### src/rtl/scc_control_sequencer.sv
// Multi-cycle control sequencer for the SCC core: fetch/decode/execute/memory/writeback
// strobes, retired-instruction counter and handshake-timeout fault detection.
module scc_control_sequencer #(
  parameter int unsigned CNT_W   = 16,
  parameter int unsigned TIMEOUT = 64
) (
  input  logic             clk,
  input  logic             rst,
  input  logic [1:0]       first_ld,
  input  logic             special_enc,
  input  logic [3:0]       second_ld,
  input  logic [3:0]       b_cond,
  input  logic [3:0]       flags,
  input  logic             imem_ready,
  input  logic             mem_ready,
  output logic [2:0]       state,
  output logic             imem_req,
  output logic             ir_load,
  output logic             pc_inc,
  output logic             pc_load,
  output logic             alu_en,
  output logic             reg_we,
  output logic             flag_we,
  output logic             wb_sel_mem,
  output logic             mem_req,
  output logic             mem_we,
  output logic             halted,
  output logic             fault,
  output logic [CNT_W-1:0] retired
);

  localparam int unsigned WaitW = $clog2(TIMEOUT + 1);
  localparam logic [WaitW-1:0] WaitLimit = WaitW'(TIMEOUT);

  localparam logic [1:0] ClsMem = 2'b10;
  localparam logic [1:0] ClsSys = 2'b11;

  typedef enum logic [2:0] {
    StFetch  = 3'd0,
    StDecode = 3'd1,
    StExec   = 3'd2,
    StMem    = 3'd3,
    StWb     = 3'd4,
    StHalt   = 3'd5,
    StFault  = 3'd6
  } state_e;

  state_e           state_q, state_d;
  logic [WaitW-1:0] wait_q, wait_d, wait_inc;
  logic [CNT_W-1:0] retired_q, retired_d;
  logic             retire;
  logic             is_sys, is_mem, is_alu;
  logic             dec_nop, dec_halt;
  logic             br_take;
  logic             timed_out;

  assign is_sys = (first_ld == ClsSys);
  assign is_mem = (first_ld == ClsMem);
  assign is_alu = ~first_ld[1];

  // Class 11 encodings not caught here are branches (0000, 0001, 0010).
  assign dec_nop  = is_sys & (second_ld[2] | (second_ld == 4'b0011));
  assign dec_halt = is_sys & second_ld[3] & ~second_ld[2];

  assign wait_inc  = wait_q + WaitW'(1);
  assign timed_out = (wait_inc == WaitLimit);

  always_comb begin
    br_take = 1'b0;
    case (second_ld)
      4'b0000, 4'b0010: br_take = 1'b1;
      4'b0001:          br_take = |(b_cond & flags);
      default:          br_take = 1'b0;
    endcase
  end

  always_comb begin
    state_d    = state_q;
    wait_d     = wait_q;
    retire     = 1'b0;
    imem_req   = 1'b0;
    ir_load    = 1'b0;
    pc_inc     = 1'b0;
    pc_load    = 1'b0;
    alu_en     = 1'b0;
    reg_we     = 1'b0;
    flag_we    = 1'b0;
    wb_sel_mem = 1'b0;
    mem_req    = 1'b0;
    mem_we     = 1'b0;
    halted     = 1'b0;
    fault      = 1'b0;

    unique case (state_q)
      StFetch: begin
        imem_req = 1'b1;
        if (imem_ready) begin
          ir_load = 1'b1;
          pc_inc  = 1'b1;
          wait_d  = '0;
          state_d = StDecode;
        end else begin
          wait_d = wait_inc;
          if (timed_out) state_d = StFault;
        end
      end

      StDecode: begin
        if (dec_nop) begin
          retire  = 1'b1;
          wait_d  = '0;
          state_d = StFetch;
        end else if (dec_halt) begin
          state_d = StHalt;
        end else begin
          state_d = StExec;
        end
      end

      StExec: begin
        if (is_sys) begin
          pc_load = br_take;
          retire  = 1'b1;
          wait_d  = '0;
          state_d = StFetch;
        end else if (is_mem) begin
          // ALU forms the effective address for the memory access.
          alu_en  = 1'b1;
          wait_d  = '0;
          state_d = StMem;
        end else begin
          alu_en  = 1'b1;
          state_d = StWb;
        end
      end

      StMem: begin
        mem_req = 1'b1;
        mem_we  = second_ld[0];
        if (mem_ready) begin
          wait_d = '0;
          if (second_ld[0]) begin
            retire  = 1'b1;
            state_d = StFetch;
          end else begin
            state_d = StWb;
          end
        end else begin
          wait_d = wait_inc;
          if (timed_out) state_d = StFault;
        end
      end

      StWb: begin
        reg_we     = 1'b1;
        wb_sel_mem = is_mem;
        flag_we    = special_enc & second_ld[3] & is_alu;
        retire     = 1'b1;
        wait_d     = '0;
        state_d    = StFetch;
      end

      StHalt: begin
        halted = 1'b1;
      end

      StFault: begin
        fault  = 1'b1;
        halted = 1'b1;
      end

      default: begin
        state_d = StFault;
      end
    endcase

    retired_d = retire ? retired_q + CNT_W'(1) : retired_q;
  end

  always_ff @(posedge clk or posedge rst) begin
    if (rst) begin
      state_q   <= StFetch;
      wait_q    <= '0;
      retired_q <= '0;
    end else begin
      state_q   <= state_d;
      wait_q    <= wait_d;
      retired_q <= retired_d;
    end
  end

  assign state   = state_q;
  assign retired = retired_q;

endmodule
### config.mk
export PLATFORM = sky130hd
export DESIGN_NAME = scc_control_sequencer
export DESIGN_NICKNAME = d
export VERILOG_FILES = /design/src/rtl/scc_control_sequencer.sv
export SDC_FILE = /design/constraint.sdc
export NUM_CORES = 1
export LEC_CHECK = 0
export BUFFER_PORTS_ARGS = -buffer_cell sky130_fd_sc_hd__buf_2
export CAP_MARGIN = 40
export CORE_MARGIN = 2
export CORE_UTILIZATION = 50
export DETAILED_ROUTE_END_ITERATION = 16
export PLACE_DENSITY = 0.78
export SLEW_MARGIN = 10
export SYNTH_ARGS = -nofsm -noshare
export SYNTH_HDL_FRONTEND = slang
export SYNTH_SLANG_ARGS = --single-unit
### constraint.sdc
create_clock -name clk -period 2.35 [get_ports clk]
set_clock_uncertainty 0.15 [all_clocks]
set_input_delay 0.47 -clock clk [delete_from_list [all_inputs] [get_ports clk]]
set_output_delay 0.47 -clock clk [all_outputs]
set_load 0.02 [all_outputs]
==> impl_metrics.env <==
export IMPL_status="completed"
export IMPL_wl_um=3342
export IMPL_drtAntennaViolNets=0
export IMPL_yosys_most_used_dff="dfrtp_1"
export IMPL_dp_cells=263
export IMPL_hold_viol_final=0
export IMPL_grtUsageMet3=0.01948
export IMPL_place_congestion=0.7700
export IMPL_met2_usage=0.3090
export IMPL_startpoint_type="register"
export IMPL_fin_area_sq_um=1964
export IMPL_grt_pass1_vias=1244
export IMPL_yosysWarnings=0
export IMPL_fin_cells=268
export IMPL_peakVddDrop_v=0.0006403
export IMPL_clockBufferDepth=2
export IMPL_nNetsFinal=246
export IMPL_p_per_area_nw_per_um2=1155
export IMPL_die_h_um=60.31
export IMPL_fmax_mhz=448.8
export IMPL_cp_end_kind="output port"
export IMPL_grt_pass1_wl_um=5423
export IMPL_placed_area_sq_um=1893
export IMPL_grt_total_usage=0.1944
export IMPL_cts_root_buf="clkbuf_4"
export IMPL_synth_nets=191
export IMPL_cts_tree="done"
export IMPL_cts_sinks=26
export IMPL_final_max_slew_viol_count=0
export IMPL_vias_per_cell=5.522
export IMPL_fp_coreArea_sq_um=3028
export IMPL_rows=20
export IMPL_worst_pin_slew_ns=0.3624
export IMPL_antenna_found_initial=0
export IMPL_ys_ff_latch=26
export IMPL_cp_num_cells=5
export IMPL_drv_cap=0
export IMPL_grt_ovfl_total=0
export IMPL_synth_distinct_cells=48
export IMPL_slowest_stage="dfrtp_2"
export IMPL_via_count=1480
export IMPL_final_common_cell="buf_2"
export IMPL_cts_buffers=3
export IMPL_relSlewSlack=0.7575
export IMPL_clock_latency_ns=0.32
export IMPL_fin_crit_ns=2.228
export IMPL_fin_crit_sh=0.9482
export IMPL_area_growth_pct=23.91
export IMPL_arrival_ns=1.61
export IMPL_wl_per_cell_um=12.47
export IMPL_synth_edff_count=0
export IMPL_initial_core_util=0.5236
export IMPL_io_pin_count=50
export IMPL_avgSynthCellArea_sq_um=9.325
export IMPL_finalSetupViolCount=0
export IMPL_crit_chain="nand2b_1 -> nor2_2 -> nand4_1 -> a31oi_1 -> buf_2"
export IMPL_ff2ff_path_depth=6
export IMPL_grt_max_degree=27
export IMPL_ys_seq_area_frac=0.4104
export IMPL_die_width_um=60.31
export IMPL_hold_buffers=0
export IMPL_crit_buf_inv=1
export IMPL_htreeDepth=1
export IMPL_clk_pin_slew_ns=0.15
export IMPL_hpwl_um=2399
export IMPL_synthCells=170
export IMPL_crit_required_ns=1.73
export IMPL_antennaDiodeCount=0
export IMPL_portBuffers=49
export IMPL_crit_type="register to output port"
export IMPL_crit_fanout=7
export IMPL_grt_util_met1=0.2718
export IMPL_syn_cell_area_sq_um=1585
export IMPL_p_leak_nw=0.9084
export IMPL_initialDrtViolationCount=49
export IMPL_crit_path_max_incr_delay_ns=0.48
export IMPL_min_path_type="input port to asynchronous set/reset pin"
export IMPL_firstDrtPassIters=4
export IMPL_dieArea_sq_um=3637
export IMPL_crit_family="simple AND/OR/NAND/NOR gates"
export IMPL_finalPower_mw=2.269
export IMPL_async_reset_ff_frac=1.000
export IMPL_grt_busiest_layer="met2"
export IMPL_layout_drive_gt1_share=0.3348
export IMPL_mostFrequentLayoutCells="buf_2, dfrtp_1, nand2_1, xor2_1, nor2_1"
export IMPL_drc=0
-- path summary, 6_finish.rpt --
| kind | startpoint | endpoint | slack, ns |
|---|---|---|---|
| setup / recovery | state[0] | pc_load | 0.12 |
| hold / removal | rst | wait_q[4] | 0.01 |
| setup reg to reg | wait_q[1] | state[1] | 0.38 |
| hold reg to reg | retired[15] | retired[15] | 0.32 |
| max in group asynchronous | rst | state[0] | 1.78 |
| min in group clk | mem_ready | state[0] | 0.23 |
-- sequential cells by signal, summed over array words and instances, names as in the netlist --
register / cells
wait_q: 7
state: 3
retired: 16
-- logic make-up after synthesis --
group | synth area share
mux | 0.01421
fa+ha+maj | 0.01578
flops | 0.4104
xor+xnor | 0.09392
buf+inv | 0.03788
simple gates | 0.2620
compound gates | 0.1658
-- power breakdown --
group | total [mW] | leakage (nW) | internal [mW] | switching, mW
Combinational | 1.21 | 0.568 | 0.484 | 0.730
Sequential | 0.748 | 0.313 | 0.575 | 0.173
Clock | 0.307 | 0.0279 | 0.172 | 0.135
-- worst reg2reg max path, cell delays in order, from the launching register on --
cell and delay, ns:
dfrtp_1 0.44, ha_1 0.27, nand2_1 0.10, or3_1 0.37, a22oi_1 0.31, a211oi_1 0.09, nor3_1 0.17
-- final cells by class --
type                            count  area (sq um)
Fill cell                         263          1064
Multi-Input combinational cell    132         882.1
Sequential cell                    26         654.4
Timing Repair Buffer               56         297.8
Tap cell                           44         55.05
Clock buffer                        3         22.52
Inverter                            6         22.52
Clock inverter                      1         30.03
-- synth_stat cells, types with 2 or more instances --
cell / n / area [sq um]
a211oi_1: 4 / 30.03
a21oi_1: 9 / 45.04
a22o_1: 4 / 35.03
a31oi_1: 3 / 18.77
and2_1: 2 / 12.51
and3_1: 3 / 18.77
buf_2: 3 / 15.01
dfrtp_1: 26 / 650.6
ha_1: 2 / 25.02
inv_1: 6 / 22.52
nand2_1: 13 / 48.80
nand2b_1: 3 / 18.77
nand3_1: 9 / 45.04
nand4_1: 4 / 25.02
nand4b_1: 2 / 17.52
nor2_1: 12 / 45.04
nor2b_1: 2 / 12.51
nor3_1: 11 / 55.05
nor3b_1: 4 / 30.03
o21ai_0: 4 / 20.02
or3_1: 2 / 12.51
xnor2_1: 4 / 35.03
xor2_1: 13 / 113.9
-- per-stage QoR --
stage	util	hold slack (ns)	setup WS, ns	setup TNS (ns)
6_report	0.6488	0.01417	0.1217	0
5_1_grt	0.6488	0.02166	-0.01137	-0.01137
2_1_floorplan	-	0.3087	0.02033	0
3_5_place_dp	0.6252	0.3026	0.2736	0
4_1_cts	0.6426	0.02502	0.00001121	0
3_3_place_gp	0.6252	0.3023	0.2995	0
-- layer usage --
metal  share of wire  vias to the layer above
met3           0.066                        2
met1            0.46                      687
li1                -                      728
met5               0                        -
met2            0.46                       63
met4          0.0081                        0
-- what timing repair did --
item,4_1_cts,5_1_grt
gates resized for setup,0,5
setup endpoints to repair,0,3
buffers inserted,0,1
(Power assumes the default switching activity.)
